<file path="config.mk">
export PLATFORM = sky130hd
export DESIGN_NAME = mic1_regbank_flat
export DESIGN_NICKNAME = d
export VERILOG_FILES = /design/src/rtl/mic1_pkg.sv /design/src/rtl/mic1_regbank_if.sv /design/src/rtl/mic1_shifter.sv /design/src/rtl/mic1_regbank.sv /design/src/flat_wrapper.sv
export SDC_FILE = /design/constraint.sdc
export NUM_CORES = 1
export LEC_CHECK = 0
export CAP_MARGIN = 5
export CORE_ASPECT_RATIO = 1.5
export CORE_MARGIN = 3
export CORE_UTILIZATION = 45
export DETAILED_ROUTE_END_ITERATION = 7
export GPL_TIMING_DRIVEN = 0
export PLACE_DENSITY = 0.75
export SKIP_CTS_REPAIR_TIMING = 1
export SLEW_MARGIN = 20
export SYNTH_ARGS = -nofsm -noshare
export SYNTH_HDL_FRONTEND = slang
export SYNTH_SLANG_ARGS = --single-unit
</file>
<file path="constraint.sdc">
create_clock -name clk -period 2.4 [get_ports clk]
set_input_delay 0.48 -clock clk [delete_from_list [all_inputs] [get_ports clk]]
set_output_delay 0.48 -clock clk [all_outputs]
set_load 0.01 [all_outputs]
</file>
<file path="src/rtl/mic1_pkg.sv">
// mic1_pkg
// Shared definitions for the MIC-1 register bank slice:
//   - DATA_W_DEF : default datapath width
//   - b_sel_e    : B-bus source select codes
//   - C_*        : bit positions inside the 9-bit C-bus write mask
//   - shift_e    : shifter control codes
package mic1_pkg;

  localparam int DATA_W_DEF = 32;

  typedef enum logic [3:0] {
    B_MDR  = 4'd0,
    B_PC   = 4'd1,
    B_MBR  = 4'd2,
    B_MBRU = 4'd3,
    B_SP   = 4'd4,
    B_LV   = 4'd5,
    B_CPP  = 4'd6,
    B_TOS  = 4'd7,
    B_OPC  = 4'd8
  } b_sel_e;

  localparam int C_MAR = 0;
  localparam int C_MDR = 1;
  localparam int C_PC  = 2;
  localparam int C_SP  = 3;
  localparam int C_LV  = 4;
  localparam int C_CPP = 5;
  localparam int C_TOS = 6;
  localparam int C_OPC = 7;
  localparam int C_H   = 8;

  typedef enum logic [1:0] {
    SH_NONE    = 2'b00,
    SH_SRA1    = 2'b01,
    SH_SLL8    = 2'b10,
    SH_ILLEGAL = 2'b11
  } shift_e;

endpackage

</file>
<file path="src/rtl/mic1_regbank_if.sv">
// mic1_regbank_if
// Groups the ALU-side and memory-side signals of the register bank.
//   slave  modport : used by mic1_regbank (takes ALU result, controls, memory returns;
//                    drives A/B/C buses, flags and memory requests)
//   master modport : used by whatever sequences the datapath (control store / bench)
interface mic1_regbank_if #(
  parameter int DATA_W = 32
);
  logic [DATA_W-1:0] alu_out;
  logic              alu_n;
  logic              alu_z;
  logic [1:0]        shift;
  logic [8:0]        c_sel;
  logic [3:0]        b_sel;
  logic              mem_rd;
  logic              mem_wr;
  logic              mem_fetch;
  logic [DATA_W-1:0] mem_rdata;
  logic [7:0]        mem_fdata;

  logic [DATA_W-1:0] a_bus;
  logic [DATA_W-1:0] b_bus;
  logic [DATA_W-1:0] c_bus;
  logic              n_flag;
  logic              z_flag;
  logic [DATA_W-1:0] mar_o;
  logic [DATA_W-1:0] mdr_o;
  logic [DATA_W-1:0] pc_o;
  logic              rd_req;
  logic              wr_req;
  logic              fetch_req;

  modport slave (
    input  alu_out, alu_n, alu_z, shift, c_sel, b_sel,
           mem_rd, mem_wr, mem_fetch, mem_rdata, mem_fdata,
    output a_bus, b_bus, c_bus, n_flag, z_flag,
           mar_o, mdr_o, pc_o, rd_req, wr_req, fetch_req
  );

  modport master (
    output alu_out, alu_n, alu_z, shift, c_sel, b_sel,
           mem_rd, mem_wr, mem_fetch, mem_rdata, mem_fdata,
    input  a_bus, b_bus, c_bus, n_flag, z_flag,
           mar_o, mdr_o, pc_o, rd_req, wr_req, fetch_req
  );
endinterface

</file>
<file path="src/rtl/mic1_shifter.sv">
// mic1_shifter
// Combinational MIC-1 shifter between the ALU and the C-bus.
//   alu_out : ALU result
//   shift   : bit1 = SLL8 (zero fill), bit0 = SRA1 (sign replicate)
//   c_bus   : shifted result; the illegal code 11 passes alu_out through
module mic1_shifter
  import mic1_pkg::*;
#(
  parameter int DATA_W = DATA_W_DEF
) (
  input  logic [DATA_W-1:0] alu_out,
  input  logic [1:0]        shift,
  output logic [DATA_W-1:0] c_bus
);

  always_comb begin
    c_bus = alu_out;
    case (shift)
      SH_SLL8: c_bus = alu_out << 8;
      SH_SRA1: c_bus = DATA_W'($signed(alu_out) >>> 1);
      default: c_bus = alu_out;
    endcase
  end

endmodule

</file>
<file path="src/rtl/mic1_regbank.sv">
// mic1_regbank
// MIC-1 datapath register bank around the ALU.
//   clk, rst_n : clock and synchronous active-low reset
//   bus        : mic1_regbank_if slave port carrying
//                ALU side    - alu_out/alu_n/alu_z/shift in, a_bus/b_bus/c_bus/n_flag/z_flag out
//                control     - c_sel write mask, b_sel B-bus source
//                memory side - mem_rd/mem_wr/mem_fetch requests, mem_rdata/mem_fdata returns,
//                              mar_o/mdr_o/pc_o and registered rd_req/wr_req/fetch_req
// Reads return while the registered request is high and land in MDR/MBR at the
// end of that cycle, giving the usual two-cycle MIC-1 read latency.
module mic1_regbank
  import mic1_pkg::*;
#(
  parameter int                DATA_W   = DATA_W_DEF,
  parameter logic [DATA_W-1:0] PC_INIT  = '0,
  parameter logic [DATA_W-1:0] SP_INIT  = '0,
  parameter logic [DATA_W-1:0] LV_INIT  = '0,
  parameter logic [DATA_W-1:0] CPP_INIT = '0
) (
  input  logic            clk,
  input  logic            rst_n,
  mic1_regbank_if.slave   bus
);

  logic [DATA_W-1:0] h_q,   h_d;
  logic [DATA_W-1:0] opc_q, opc_d;
  logic [DATA_W-1:0] tos_q, tos_d;
  logic [DATA_W-1:0] cpp_q, cpp_d;
  logic [DATA_W-1:0] lv_q,  lv_d;
  logic [DATA_W-1:0] sp_q,  sp_d;
  logic [DATA_W-1:0] pc_q,  pc_d;
  logic [DATA_W-1:0] mdr_q, mdr_d;
  logic [DATA_W-1:0] mar_q, mar_d;
  logic [7:0]        mbr_q, mbr_d;
  logic              n_q, n_d;
  logic              z_q, z_d;
  logic              rd_req_q, rd_req_d;
  logic              wr_req_q, wr_req_d;
  logic              fetch_req_q, fetch_req_d;

  logic [DATA_W-1:0] c_bus_w;

  mic1_shifter #(.DATA_W(DATA_W)) u_shifter (
    .alu_out (bus.alu_out),
    .shift   (bus.shift),
    .c_bus   (c_bus_w)
  );

  assign bus.c_bus = c_bus_w;

  // Next-state: C-bus writes per mask bit; a read return fills MDR only when
  // the C-bus is not writing MDR in the same cycle. Requests are simply delayed
  // one cycle so the address they present already includes any C-bus write.
  always_comb begin
    h_d         = h_q;
    opc_d       = opc_q;
    tos_d       = tos_q;
    cpp_d       = cpp_q;
    lv_d        = lv_q;
    sp_d        = sp_q;
    pc_d        = pc_q;
    mdr_d       = mdr_q;
    mar_d       = mar_q;
    mbr_d       = mbr_q;
    n_d         = bus.alu_n;
    z_d         = bus.alu_z;
    rd_req_d    = bus.mem_rd;
    wr_req_d    = bus.mem_wr;
    fetch_req_d = bus.mem_fetch;

    if (bus.c_sel[C_H])   h_d   = c_bus_w;
    if (bus.c_sel[C_OPC]) opc_d = c_bus_w;
    if (bus.c_sel[C_TOS]) tos_d = c_bus_w;
    if (bus.c_sel[C_CPP]) cpp_d = c_bus_w;
    if (bus.c_sel[C_LV])  lv_d  = c_bus_w;
    if (bus.c_sel[C_SP])  sp_d  = c_bus_w;
    if (bus.c_sel[C_PC])  pc_d  = c_bus_w;
    if (bus.c_sel[C_MAR]) mar_d = c_bus_w;

    if (bus.c_sel[C_MDR]) begin
      mdr_d = c_bus_w;
    end else if (rd_req_q) begin
      mdr_d = bus.mem_rdata;
    end

    if (fetch_req_q) mbr_d = bus.mem_fdata;
  end

  // State register; reset also drops any return that is in flight.
  always_ff @(posedge clk) begin
    if (!rst_n) begin
      h_q         <= '0;
      opc_q       <= '0;
      tos_q       <= '0;
      cpp_q       <= CPP_INIT;
      lv_q        <= LV_INIT;
      sp_q        <= SP_INIT;
      pc_q        <= PC_INIT;
      mdr_q       <= '0;
      mar_q       <= '0;
      mbr_q       <= '0;
      n_q         <= 1'b0;
      z_q         <= 1'b0;
      rd_req_q    <= 1'b0;
      wr_req_q    <= 1'b0;
      fetch_req_q <= 1'b0;
    end else begin
      h_q         <= h_d;
      opc_q       <= opc_d;
      tos_q       <= tos_d;
      cpp_q       <= cpp_d;
      lv_q        <= lv_d;
      sp_q        <= sp_d;
      pc_q        <= pc_d;
      mdr_q       <= mdr_d;
      mar_q       <= mar_d;
      mbr_q       <= mbr_d;
      n_q         <= n_d;
      z_q         <= z_d;
      rd_req_q    <= rd_req_d;
      wr_req_q    <= wr_req_d;
      fetch_req_q <= fetch_req_d;
    end
  end

  // B-bus source mux; MBR is offered both sign- and zero-extended.
  always_comb begin
    bus.b_bus = '0;
    case (bus.b_sel)
      B_MDR:   bus.b_bus = mdr_q;
      B_PC:    bus.b_bus = pc_q;
      B_MBR:   bus.b_bus = {{(DATA_W-8){mbr_q[7]}}, mbr_q};
      B_MBRU:  bus.b_bus = {{(DATA_W-8){1'b0}}, mbr_q};
      B_SP:    bus.b_bus = sp_q;
      B_LV:    bus.b_bus = lv_q;
      B_CPP:   bus.b_bus = cpp_q;
      B_TOS:   bus.b_bus = tos_q;
      B_OPC:   bus.b_bus = opc_q;
      default: bus.b_bus = '0;
    endcase
  end

  assign bus.a_bus     = h_q;
  assign bus.n_flag    = n_q;
  assign bus.z_flag    = z_q;
  assign bus.mar_o     = mar_q;
  assign bus.mdr_o     = mdr_q;
  assign bus.pc_o      = pc_q;
  assign bus.rd_req    = rd_req_q;
  assign bus.wr_req    = wr_req_q;
  assign bus.fetch_req = fetch_req_q;

  // Shift code 11 has no defined meaning; it only passes the ALU result through.
  a_shift_legal : assert property (@(posedge clk) disable iff (!rst_n)
    bus.shift != SH_ILLEGAL)
    else $error("mic1_regbank: illegal shift code 11");

endmodule

</file>
<file path="src/flat_wrapper.sv">
// flat-port wrapper written by rule: the top's interface ports become plain ports
module mic1_regbank_flat import mic1_pkg::*;
#(
  parameter int                DATA_W   = DATA_W_DEF,
  parameter logic [DATA_W-1:0] PC_INIT  = '0,
  parameter logic [DATA_W-1:0] SP_INIT  = '0,
  parameter logic [DATA_W-1:0] LV_INIT  = '0,
  parameter logic [DATA_W-1:0] CPP_INIT = '0
)
  (clk, rst_n, bus_alu_out, bus_alu_n, bus_alu_z, bus_shift, bus_c_sel, bus_b_sel, bus_mem_rd, bus_mem_wr, bus_mem_fetch, bus_mem_rdata, bus_mem_fdata, bus_a_bus, bus_b_bus, bus_c_bus, bus_n_flag, bus_z_flag, bus_mar_o, bus_mdr_o, bus_pc_o, bus_rd_req, bus_wr_req, bus_fetch_req);
  mic1_regbank_if #(.DATA_W(DATA_W)) bus_i ();
  input  logic clk;
  input  logic rst_n;
  input wire logic [$bits(bus_i.alu_out)-1:0] bus_alu_out;
  input wire logic [$bits(bus_i.alu_n)-1:0] bus_alu_n;
  input wire logic [$bits(bus_i.alu_z)-1:0] bus_alu_z;
  input wire logic [$bits(bus_i.shift)-1:0] bus_shift;
  input wire logic [$bits(bus_i.c_sel)-1:0] bus_c_sel;
  input wire logic [$bits(bus_i.b_sel)-1:0] bus_b_sel;
  input wire logic [$bits(bus_i.mem_rd)-1:0] bus_mem_rd;
  input wire logic [$bits(bus_i.mem_wr)-1:0] bus_mem_wr;
  input wire logic [$bits(bus_i.mem_fetch)-1:0] bus_mem_fetch;
  input wire logic [$bits(bus_i.mem_rdata)-1:0] bus_mem_rdata;
  input wire logic [$bits(bus_i.mem_fdata)-1:0] bus_mem_fdata;
  output wire logic [$bits(bus_i.a_bus)-1:0] bus_a_bus;
  output wire logic [$bits(bus_i.b_bus)-1:0] bus_b_bus;
  output wire logic [$bits(bus_i.c_bus)-1:0] bus_c_bus;
  output wire logic [$bits(bus_i.n_flag)-1:0] bus_n_flag;
  output wire logic [$bits(bus_i.z_flag)-1:0] bus_z_flag;
  output wire logic [$bits(bus_i.mar_o)-1:0] bus_mar_o;
  output wire logic [$bits(bus_i.mdr_o)-1:0] bus_mdr_o;
  output wire logic [$bits(bus_i.pc_o)-1:0] bus_pc_o;
  output wire logic [$bits(bus_i.rd_req)-1:0] bus_rd_req;
  output wire logic [$bits(bus_i.wr_req)-1:0] bus_wr_req;
  output wire logic [$bits(bus_i.fetch_req)-1:0] bus_fetch_req;
  assign bus_i.alu_out = bus_alu_out;
  assign bus_i.alu_n = bus_alu_n;
  assign bus_i.alu_z = bus_alu_z;
  assign bus_i.shift = bus_shift;
  assign bus_i.c_sel = bus_c_sel;
  assign bus_i.b_sel = bus_b_sel;
  assign bus_i.mem_rd = bus_mem_rd;
  assign bus_i.mem_wr = bus_mem_wr;
  assign bus_i.mem_fetch = bus_mem_fetch;
  assign bus_i.mem_rdata = bus_mem_rdata;
  assign bus_i.mem_fdata = bus_mem_fdata;
  assign bus_a_bus = bus_i.a_bus;
  assign bus_b_bus = bus_i.b_bus;
  assign bus_c_bus = bus_i.c_bus;
  assign bus_n_flag = bus_i.n_flag;
  assign bus_z_flag = bus_i.z_flag;
  assign bus_mar_o = bus_i.mar_o;
  assign bus_mdr_o = bus_i.mdr_o;
  assign bus_pc_o = bus_i.pc_o;
  assign bus_rd_req = bus_i.rd_req;
  assign bus_wr_req = bus_i.wr_req;
  assign bus_fetch_req = bus_i.fetch_req;
  mic1_regbank #(.DATA_W(DATA_W), .PC_INIT(PC_INIT), .SP_INIT(SP_INIT), .LV_INIT(LV_INIT), .CPP_INIT(CPP_INIT)) u_core (.clk(clk), .rst_n(rst_n), .bus(bus_i));
endmodule
</file>
==> Yosys cells after proc, flatten, opt, wreduce, memory -nomap -nowiden <==
Index checks and enable logic that the tools add are counted.
{ "totals": {"regBits": 301, "input_bits": 94, "out_inout_bits": 197, "elab_cells": 31} }
{ "op_classes": {"eq_ne": 10, "mux": 4, "reduce_logical": 2} }
{ "ops": {"columns": ["operator", "count"], "rows": [
  ["$pmux W32 S9", 1],
  ["$mux W32", 2],
  ["$pmux W32 S2", 1],
  ["$eq A4 B3 Y1 const B", 4],
  ["$eq A4 B2 Y1 const B", 2],
  ["$eq A4 B1 Y1 const B", 1],
  ["$eq A4 B4 Y1 const B", 1],
  ["$logic_not A4 Y1", 1],
  ["$eq A2 B1 Y1 const B", 1],
  ["$eq A2 B2 Y1 const B", 1],
  ["$reduce_bool A2 Y1", 1]
]} }

==> Logic depth before layout (Yosys ltp) <==
Gate-level depths: netlist of run 1.
{ "logic_depth": {"ltp_word": 3, "depth_mapped": 8, "depth_no_buf": 6} }

==> Cells and area by module <==
From an unflattened synthesis of run 1, not the netlist that was laid out.
{ "unflattened": {"cells_unflattened": 1456, "hier_area_um2": 14283.7} }
{ "by_module_without_submodules": {"columns": ["mod", "n_inst", "cells_each", "area_per_inst_um2", "seq_area_each_um2"], "rows": [
  ["mic1_regbank", 1, 1357, 13654.3, 6025.8],
  ["mic1_shifter", 1, 99, 629.4, 0.0]
]} }

==> Worst setup path before layout of run 1 <==
Ideal clock, no wire load.
{ "synth_timing": {"path_kind": "input to output", "start": "in bus_shift[0]", "end": "out bus_c_bus[0]", "arrival_time_ns": 1.637, "required_ns": 1.920, "setup_slack_ns": 0.283, "cell_stages": 6, "n_path_buf": 2, "cell_sequence": "inv_1 ha_1 buf_4 buf_2 a22oi_2 inv_1"} }
{ "synth_between": {"elab_chain_len": 2, "word_cells_on_any_way": 3, "classes_between": "eq/ne: 2; mux: 1"} }
{ "synth_rtl": {"columns": ["element", "line_no", "rtl"], "rows": [
  ["from (decl)", "flat_wrapper.sv:17", "input wire logic [$bits(bus_i.shift)-1:0] bus_shift;"],
  ["$eq A2 B1 Y1 or $eq A2 B2 Y1 (tied branches)", "mic1_shifter.sv:18", "case (shift)"],
  ["$pmux W32 S2 *", "mic1_shifter.sv:18", null],
  ["to (decl)", "flat_wrapper.sv:27", "output wire logic [$bits(bus_i.c_bus)-1:0] bus_c_bus;"]
]} }
Mark *: on every way between the ends. The rest lies on a longest branch, timed or not.

==> Final worst setup path of run 1 <==
{ "layout_timing": {"start": "reg u_core.mbr_q[7]", "end": "out bus_b_bus[10]"} }
{ "layout_between": {"elab_chain_len": 1} }
{ "layout_rtl": {"columns": ["element", "line_no", "rtl"], "rows": [
  ["from (decl)", "mic1_regbank.sv:34", "logic [7:0] mbr_q, mbr_d;"],
  ["from (signal assigned)", "mic1_regbank.sv:117", "mbr_q <= mbr_d;"],
  ["$pmux W32 S9", "mic1_regbank.sv:129", "case (bus.b_sel)"],
  ["to (decl)", "flat_wrapper.sv:26", "output wire logic [$bits(bus_i.b_bus)-1:0] bus_b_bus;"]
]} }
No other way between the ends.

==> results.sh, run 1 <==
export IMPL_yosysSeqAreaShare_pct=42.56
export IMPL_tightest_slew_ns=1.003
export IMPL_cts_buffer_depth=3
export IMPL_worstReg2RegEnd="u_core.bus.mdr_o[20]$_SDFFE_PN0P_"
export IMPL_place_inst=2122
export IMPL_die_w_um=150.8
export IMPL_leakage_nw=9.468
export IMPL_grt_max_degree=16
export IMPL_worstSetupEndpointType="output port"
export IMPL_reg2reg_depth=6
export IMPL_drive_above_1_share_pct=19.53
export IMPL_seqPwrFrac_pct=41.6
export IMPL_skew_ns=0.006128
export IMPL_layout_nets=1953
export IMPL_clk_insertion_delay_late_ns=0.57
export IMPL_clkPwrFrac_pct=35.6
export IMPL_cp_required_ns=1.92
export IMPL_clk_pin_slew_ns=0.07
export IMPL_synth_cells=1443
export IMPL_violations="setup timing"
export IMPL_row_count=78
export IMPL_drc=0
export IMPL_drv_cap=0
export IMPL_path_class="flip-flop to output port"
export IMPL_pwr_share_comb_pct=22.8
export IMPL_die_area_um2=33670
export IMPL_fillCellCount=2439
export IMPL_synthTopCellsByArea="dfxtp_1 (43%), mux2i_1 (17%), nor2b_1 (9.9%)"
export IMPL_synth_edf_count=0
export IMPL_min_period_ns=2.572
export IMPL_via_per_inst=5.727
export IMPL_synth_distinct_cells=54
export IMPL_switching_share_pct=28.47
export IMPL_max_freq_mhz=388.8
export IMPL_cts_buffers=28
export IMPL_gp_congestion=0.9885
export IMPL_num_vias=13070
export IMPL_wl_per_cell_um=24.57
export IMPL_grt_pass1_wl_um=78340
export IMPL_slew_violations=0
export IMPL_syn_to_final_growth_pct=42.50
export IMPL_r2r_start="u_core.bus.rd_req$_SDFF_PN0_"
export IMPL_synthFlopType="dfxtp_1"
export IMPL_hold_class="primary input to flip-flop"
export IMPL_peakVddDrop_mv=0.4700
export IMPL_cp_max_fo=4
export IMPL_first_pass_iters=6
export IMPL_cellPowerDensity_nw_per_um2=665.6
export IMPL_hold_violations=0
export IMPL_power_mw=13.43
export IMPL_cts_max_level=1
export IMPL_grt_ovfl_total=0
export IMPL_cp_endpoint="bus_b_bus[10]"
export IMPL_drt_iter0_markers=1050
export IMPL_worst_slack_ns=-0.1717
export IMPL_coreArea_um2=30640
export IMPL_cts_sinks=301
export IMPL_cts_root_buffer="clkbuf_16"
export IMPL_synth_fp_nets=1539
export IMPL_yosys_area_top_type="dfxtp_1"
export IMPL_cts_tree="built"
export IMPL_wirelength_um=56070
export IMPL_p_int_mw=9.604
export IMPL_hpwlAfterDp_um=39260
export IMPL_relSlewSlack_pct=33.12
export IMPL_finalSetupTns_ns=-1.013
export IMPL_final_area_um2=20170
export IMPL_r2r_slack_ns=0.42
export IMPL_gr_usage_all_layers_pct=30.78
export IMPL_layoutNonFillerInstCount=2282
export IMPL_critPathLaunchType="flip-flop"
export IMPL_placed_area_um2=17450
export IMPL_net_switching_power_mw=3.824
export IMPL_io_pins=291
export IMPL_status="complete, but fails checks"
export IMPL_startpoint="u_core.mbr_q[7]$_SDFFE_PN0P_"
export IMPL_yosys_area_top_type_share_pct=42.56
export IMPL_antenna_found_initial=4
export IMPL_async_flop_share_pct=0
export IMPL_yosys_warnings=0
export IMPL_arrival_ns=2.09
export IMPL_ys_ff_latch=301
export IMPL_port_buffers=279
export IMPL_fin_crit_sh_pct=107.2
export IMPL_detail_route_antenna_nets=0
export IMPL_syn_area_um2=14160
export IMPL_finalSetupViolCount=13
export IMPL_rsz0062_at_grt="true"
export IMPL_grt_pass1_vias=12460
export IMPL_die_h_um=223.2
export IMPL_start_util_pct=46.20
export IMPL_utilization_pct=65.83
export IMPL_synth_avg_cell_area_um2=9.811
## metal layers
| layer | part of all wire (%) | vias up | wire [µm] | global-route usage, % |
|---|---|---|---|---|
| met3 | 6.7 | 157 | 3763 | 4.024 |
| met4 | 6.2 | 2 | 3452 | 17.27 |
| met5 | 0.012 | - | 7 | 0 |
| met2 | 50 | 612 | 27760 | 52.47 |
| li1 | - | 5922 | - | - |
| met1 | 38 | 6375 | 21090 | 36.87 |
## placed cells by master (no fill, tap or decap), types with 25 or more instances in the layout
cell type | synthesis | final
dfxtp_1 | 301 | 298
mux2i_1 | 244 | 242
nor2b_1 | 224 | 220
clkdlybuf4s50_1 | 0 | 210
nand2_1 | 138 | 137
buf_4 | 9 | 93
o211a_1 | 81 | 81
clkbuf_1 | 63 | 63
nor2_1 | 45 | 42
dlymetal6s2s_1 | 0 | 40
buf_2 | 48 | 39
a21oi_1 | 39 | 39
a22oi_1 | 50 | 38
clkbuf_16 | 0 | 30
buf_12 | 0 | 25
## stage by stage
step / hold WS, ns / setup slack (ns)
final: 0.2988 / -0.1717
after detailed placement: 0.4663 / -1.349
after CTS: 0.2709 / -1.347
after floorplan: 0.4486 / 0.2834
after global routing: 0.2992 / -0.2203
after global placement: 0.4561 / -1.344
## area by class of cell
class | instances | area (µm²) | area share [%]
well taps | 400 | 500.5 | 2.481
clock inverters | 11 | 136.4 | 0.6760
plain buffers | 130 | 854.6 | 4.236
repair buffers | 387 | 3841 | 19.04
diodes | 3 | 7.507 | 0.03721
inverters | 12 | 45.04 | 0.2233
clock buffers | 41 | 840.8 | 4.168
multi-input cells | 997 | 7916 | 39.24
flip-flops and latches | 301 | 6032 | 29.90
## synth_stat cells, drive strengths merged (3+ instances only)
cell type  instances
a21o              11
a21oi             39
a221oi            18
a22o              22
a22oi             58
a31oi              4
a32oi              3
and2               9
buf               70
clkbuf            63
dfxtp            301
inv               12
mux2              12
mux2i            244
nand2            138
nand2b             3
nand3b             3
nor2              46
nor2b            226
nor3               3
o211a             81
o211ai             8
o21ai             29
o221ai             6
o22ai              4
or3                5
## registers in the layout (all words and copies together) (netlist names), 32 cells and up
| name | count |
|---|---|
| u_core.sp_q | 32 |
| u_core.opc_q | 32 |
| u_core.lv_q | 32 |
| u_core.bus.pc_o | 32 |
| u_core.bus.mar_o | 32 |
| u_core.bus.a_bus | 32 |
| u_core.tos_q | 32 |
| u_core.cpp_q | 32 |
| u_core.bus.mdr_o | 32 |
## worst max-delay path, cell delays in order (launching register included)
cell and delay (ns):
dfxtp_4 0.37, nor2b_4 0.14, buf_6 0.12, buf_4 0.13, a21o_1 0.18, a221oi_2 0.26, nand2_1 0.13, dlymetal6s2s_1 0.19
## worst min path at each step
stage,from,endpoint,cells past startpoint
after CTS,bus_c_sel[4],u_core.lv_q[9]$_SDFFE_PN0P_,3
after floorplan,u_core.opc_q[0]$_SDFFE_PN0P_,u_core.opc_q[0]$_SDFFE_PN0P_,1
final,bus_c_sel[4],u_core.lv_q[9]$_SDFFE_PN0P_,3
after detailed placement,u_core.cpp_q[2]$_SDFFE_PN0P_,u_core.cpp_q[2]$_SDFFE_PN0P_,1
after global placement,u_core.opc_q[0]$_SDFFE_PN0P_,u_core.opc_q[0]$_SDFFE_PN0P_,1
after global routing,bus_c_sel[4],u_core.lv_q[9]$_SDFFE_PN0P_,3
## power by group through the flow
stage	logic, mW	clock network, mW	registers (mW)
CTS	2.54	4.80	5.57
finish	3.06	4.78	5.59
global placement	2.50	0	5.67
floorplan	1.29	0	5.69
detailed placement	2.53	0	5.68
global route	3.22	4.98	5.62
## cell families (layout without fill, tap and decap cells)
group / count (synthesis) / in the layout / synth area share [%]
AO/OA/AOI/OAI: 295 / 295 / 17.40
adder cells (fa/ha/maj): 2 / 2 / 0.1767
buffers and inverters: 145 / 581 / 5.038
flip-flops: 301 / 301 / 42.56
multiplexers: 256 / 256 / 18.21
other: 0 / 3 / 0
AND/OR/NAND/NOR: 444 / 444 / 16.62
(Power assumes the default switching activity.)
==> run 2, diff against run 1 <==
--- a/config.mk
+++ b/config.mk
@@ -7,9 +7,9 @@
 export LEC_CHECK = 0
 export CAP_MARGIN = 5
 export CORE_ASPECT_RATIO = 1.5
-export CORE_MARGIN = 3
 export CORE_UTILIZATION = 45
 export DETAILED_ROUTE_END_ITERATION = 7
+export GPL_ROUTABILITY_DRIVEN = 0
 export GPL_TIMING_DRIVEN = 0
 export PLACE_DENSITY = 0.75
 export SKIP_CTS_REPAIR_TIMING = 1
==> results.sh, run 2 (synthesis gave the netlist of run 1 again) <==
export IMPL_p_int_mw=9.994
export IMPL_worstReg2RegEnd="u_core.bus.mdr_o[3]$_SDFFE_PN0P_"
export IMPL_io_pins=291
export IMPL_arrival_ns=2.19
export IMPL_reg2reg_depth=4
export IMPL_layout_common_cells="dfxtp_1 (298), mux2i_1 (240), nor2b_1 (221)"
export IMPL_clkPwrFrac_pct=37.8
export IMPL_tightest_slew_ns=0.9093
export IMPL_port_buffers=279
export IMPL_worstSetupEndpointType="output port"
export IMPL_critPathLaunchType="primary input"
export IMPL_gr_usage_all_layers_pct=32.05
export IMPL_die_h_um=219.2
export IMPL_cts_buffer_depth=3
export IMPL_relSlewSlack_pct=39.38
export IMPL_cp_max_fo=9
export IMPL_layout_nets=1946
export IMPL_start_util_pct=45.61
export IMPL_layout_commonest_cell="dfxtp_1"
export IMPL_status="complete, but fails checks"
export IMPL_via_per_inst=5.794
export IMPL_wl_per_cell_um=24.62
export IMPL_violations="setup timing"
export IMPL_max_freq_mhz=374.4
export IMPL_drv_cap=0
export IMPL_hold_worst_slack_ns=0.2767
export IMPL_crit_top_cell="buf_6"
export IMPL_cp_endpoint="bus_b_bus[3]"
export IMPL_cellPowerDensity_nw_per_um2=685.4
export IMPL_cts_buffers=29
export IMPL_cts_max_level=1
export IMPL_grt_pass1_wl_um=77060
export IMPL_antenna_found_initial=1
export IMPL_path_depth=7
export IMPL_holdPathStages=3
export IMPL_hold_class="primary input to flip-flop"
export IMPL_cts_root_buffer="clkbuf_16"
export IMPL_row_count=79
export IMPL_cp_required_ns=1.92
export IMPL_wirelength_um=56100
export IMPL_finalSetupTns_ns=-1.616
export IMPL_cts_sinks=301
export IMPL_pwr_share_comb_pct=22.0
export IMPL_grt_max_degree=16
export IMPL_rsz0062_at_grt="true"
export IMPL_finalSetupViolCount=22
export IMPL_hpwlAfterDp_um=38220
export IMPL_utilization_pct=65.32
export IMPL_critPathTopFamily="compound AO/OA/AOI/OAI gates"
export IMPL_num_vias=13200
export IMPL_startpoint="bus_b_sel[0]"
export IMPL_cts_tree="built"
export IMPL_net_switching_power_mw=3.902
export IMPL_dp_slack_ns=-1.388
export IMPL_coreArea_um2=31040
export IMPL_drive_above_1_share_pct=18.95
export IMPL_slowest_delay_ns=0.64
export IMPL_hold_violations=0
export IMPL_drc=0
export IMPL_slew_violations=0
export IMPL_switching_share_pct=28.08
export IMPL_grt_pass1_vias=12550
export IMPL_r2r_slack_ns=0.30
export IMPL_crit_buf_inv=3
export IMPL_peakVddDrop_mv=0.5501
export IMPL_fin_crit_sh_pct=111.3
export IMPL_first_pass_iters=6
export IMPL_seqPwrFrac_pct=40.2
export IMPL_crit_path_cell_trace="buf_6 -> nor2b_4 -> and3b_1 -> buf_6 -> a222oi_1 -> nand2_1 -> buf_2"
export IMPL_power_mw=13.90
export IMPL_cp_slowest_cell="a222oi_1"
export IMPL_leakage_nw=9.556
export IMPL_die_w_um=146.8
export IMPL_grt_ovfl_total=0
export IMPL_worst_slack_ns=-0.2711
export IMPL_clk_pin_slew_ns=0.07
export IMPL_path_class="primary input to output port"
export IMPL_syn_to_final_growth_pct=43.21
export IMPL_skew_ns=0.006256
export IMPL_detail_route_antenna_nets=0
export IMPL_r2r_start="u_core.bus.rd_req$_SDFF_PN0_"
export IMPL_min_period_ns=2.671
export IMPL_drt_iter0_markers=1148
export IMPL_clk_insertion_delay_late_ns=0.57
export IMPL_die_area_um2=32190
==> run 2: changes by cell type in the layout (fill, tap and decap cells not counted), moves of 3 or more <==
cell	before	now
buf_4	93	85
buf_6	23	19
bufinv_16	3	7
clkbuf_1	63	59
clkbuf_16	30	34
dlymetal6s2s_1	40	44
a22oi_1	38	41
a22oi_2	20	17
buf_2	39	36
==> run 2: worst register-to-register path, cell delays in order (launching register included) <==
cell,delay [ns]
dfxtp_1,0.34
clkbuf_1,0.61
buf_2,0.45
mux2_2,0.39
o211a_1,0.20
==> run 2: worst min path at each step <==
stage	from	endpoint	slack [ns]
after floorplan	u_core.opc_q[0]$_SDFFE_PN0P_	u_core.opc_q[0]$_SDFFE_PN0P_	0.45
after global placement	u_core.opc_q[3]$_SDFFE_PN0P_	u_core.opc_q[3]$_SDFFE_PN0P_	0.46
after detailed placement	u_core.tos_q[7]$_SDFFE_PN0P_	u_core.tos_q[7]$_SDFFE_PN0P_	0.47
after CTS	bus_c_sel[7]	u_core.opc_q[8]$_SDFFE_PN0P_	0.27
after global routing	bus_c_sel[7]	u_core.opc_q[8]$_SDFFE_PN0P_	0.28
final	bus_c_sel[2]	u_core.bus.pc_o[8]$_SDFFE_PN0P_	0.28
==> run 2: layout make-up <==
cell class	count	area (µm²)
Inverter	12	45.04
Sequential cell	301	6032
Buffer	130	859.6
Fill cell	2438	10760
Timing Repair Buffer	379	3859
Multi-Input combinational cell	997	7881
Tap cell	405	506.7
Clock inverter	18	276.5
Antenna cell	1	2.502
Clock buffer	36	812.0
==> run 2: power groups by stage <==
stage	Combinational, mW	Clock (mW)	Sequential [mW]
2_1_floorplan	1.29	0	5.69
3_3_place_gp	2.49	0	5.66
3_5_place_dp	2.52	0	5.67
4_1_cts	2.53	5.27	5.57
5_1_grt	3.21	5.45	5.61
6_report	3.06	5.25	5.58
==> run 2: through the flow <==
stage,instances,area [µm²]
2_1_floorplan,1443,14160
3_3_place_gp,2127,17460
3_5_place_dp,2127,17460
4_1_cts,2181,18550
5_1_grt,2278,20270
6_report,2279,20270
==> run 2: per-layer routing <==
metal	share of wire (%)	up-vias	track usage (%)
met5	0	-	0
met4	6.1	0	17.92
met3	8.2	194	5.281
met2	50	729	57.05
met1	36	6357	36.17
li1	-	5924	-
==> run 3, diff against run 2 <==
--- a/config.mk
+++ b/config.mk
@@ -7,11 +7,11 @@
 export LEC_CHECK = 0
 export CAP_MARGIN = 5
 export CORE_ASPECT_RATIO = 1.5
-export CORE_UTILIZATION = 45
+export CORE_UTILIZATION = 39
 export DETAILED_ROUTE_END_ITERATION = 7
 export GPL_ROUTABILITY_DRIVEN = 0
 export GPL_TIMING_DRIVEN = 0
-export PLACE_DENSITY = 0.75
+export PLACE_DENSITY = 0.67
 export SKIP_CTS_REPAIR_TIMING = 1
 export SLEW_MARGIN = 20
 export SYNTH_ARGS = -nofsm -noshare
==> results.sh, run 3 (synthesis gave the netlist of run 1 again) <==
export IMPL_first_pass_iters=5
export IMPL_critPathTopFamily="buffers and inverters"
export IMPL_violations="setup timing"
export IMPL_hold_violations=0
export IMPL_hold_class="primary input to flip-flop"
export IMPL_wirelength_um=57420
export IMPL_leakage_nw=9.491
export IMPL_start_util_pct=39.50
export IMPL_min_period_ns=2.616
export IMPL_drv_cap=0
export IMPL_clk_insertion_delay_late_ns=0.58
export IMPL_drive_above_1_share_pct=19.69
export IMPL_skew_ns=0.01687
export IMPL_wl_per_cell_um=24.39
export IMPL_peakVddDrop_mv=0.4774
export IMPL_slowest_delay_ns=0.60
export IMPL_antenna_found_initial=5
export IMPL_worstSetupEndpointType="output port"
export IMPL_max_freq_mhz=382.3
export IMPL_cts_root_buffer="clkbuf_16"
export IMPL_crit_path_cell_trace="buf_8 -> buf_8 -> buf_6 -> and3b_2 -> buf_6 -> a222oi_1 -> nand2_1 -> buf_2"
export IMPL_status="complete, but fails checks"
export IMPL_cts_tree="built"
export IMPL_worst_slack_ns=-0.2158
export IMPL_layout_nets=1946
export IMPL_cts_max_level=1
export IMPL_port_buffers=279
export IMPL_clk_pin_slew_ns=0.07
export IMPL_critPathLaunchType="primary input"
export IMPL_die_area_um2=37080
export IMPL_cellPowerDensity_nw_per_um2=697.6
export IMPL_place_inst=2200
export IMPL_finalSetupViolCount=16
export IMPL_layoutNonFillerInstCount=2354
export IMPL_rsz0062_at_grt="true"
export IMPL_drt_iter0_markers=1002
export IMPL_hpwlAfterDp_um=40120
export IMPL_grt_ovfl_total=0
export IMPL_fin_crit_sh_pct=109.0
export IMPL_syn_to_final_growth_pct=44.20
export IMPL_slew_violations=0
export IMPL_num_vias=13010
export IMPL_drc=0
export IMPL_path_class="primary input to output port"
export IMPL_cts_sinks=301
export IMPL_crit_buf_inv=5
export IMPL_gr_usage_all_layers_pct=29.12
export IMPL_fillCellCount=3139
export IMPL_grt_pass1_vias=12420
export IMPL_cp_required_ns=1.92
export IMPL_io_pins=291
export IMPL_relSlewSlack_pct=26.05
export IMPL_cp_max_fo=6
export IMPL_detail_route_antenna_nets=0
export IMPL_arrival_ns=2.14
export IMPL_layout_commonest_cell="dfxtp_1"
export IMPL_coreArea_um2=35840
export IMPL_via_per_inst=5.525
export IMPL_cts_buffer_depth=3
export IMPL_tightest_slew_ns=1.109
export IMPL_die_h_um=235.4
export IMPL_row_count=85
export IMPL_die_w_um=157.6
export IMPL_layout_common_cells="dfxtp_1 (300), mux2i_1 (243), nor2b_1 (219)"
export IMPL_finalSetupTns_ns=-1.464
export IMPL_grt_max_degree=15
export IMPL_grt_pass1_wl_um=79330
export IMPL_cp_slowest_cell="a222oi_1"
export IMPL_cts_buffers=30
## run 3: stage by stage
stage | cell area [µm²] | power (mW) | hold WS (ns) | setup slack, ns | utilization, %
finish | 20410 | 14.24 | 0.2802 | -0.2158 | 56.96
global route | 20410 | 14.67 | 0.2972 | -0.1728 | 56.96
CTS | 18730 | 13.76 | 0.2747 | -1.459 | 52.27
detailed placement | 17550 | 8.229 | 0.4679 | -1.414 | 48.96
global placement | 17550 | 8.181 | 0.4561 | -1.394 | 48.96
floorplan | 14160 | 6.980 | 0.4486 | 0.2834 | -
## run 3: per-layer routing
metal,up-vias,wire [µm],global-route usage (%)
li1,5917,-,-
met5,-,22,0
met3,170,3563,4.621
met2,550,28790,50.76
met4,4,3495,17.56
met1,6366,21540,32.87
## run 3: power breakdown
part	internal, mW	total, mW	switching, mW
Combinational	1.49	3.06	1.57
Sequential	5.35	5.58	0.237
Clock	3.49	5.60	2.11
Total	10.3	14.2	3.91
## run 3: area by class of cell
class / count / area, µm² / area share [%]
sequential: 301 / 6030 / 29.54
clock buffer: 42 / 907.1 / 4.443
tap: 478 / 598.1 / 2.930
antenna: 2 / 5.005 / 0.02452
clock inverter: 14 / 277.8 / 1.361
buffer: 129 / 844.6 / 4.137
timing repair buffer: 379 / 3796 / 18.60
inverter: 12 / 45.04 / 0.2206
multi-input combinational: 997 / 7911 / 38.75
## run 3: tightest hold or removal path, stage by stage
cell,delay [ns]
buf_2,0.16
mux2i_1,0.09
nor2b_1,0.10
## run 3: path summary, 6_finish.rpt
check,startpoint,endpoint,slack (ns),cells past startpoint
worst max-delay path,bus_b_sel[2],bus_b_bus[3],-0.22,8
worst min-delay path,bus_c_sel[4],u_core.lv_q[9]$_SDFFE_PN0P_,0.28,3
worst max register to register,u_core.bus.rd_req$_SDFF_PN0_,u_core.bus.mdr_o[23]$_SDFFE_PN0P_,0.29,6
worst min register to register,u_core.bus.mar_o[31]$_SDFFE_PN0P_,u_core.bus.mar_o[31]$_SDFFE_PN0P_,0.48,1
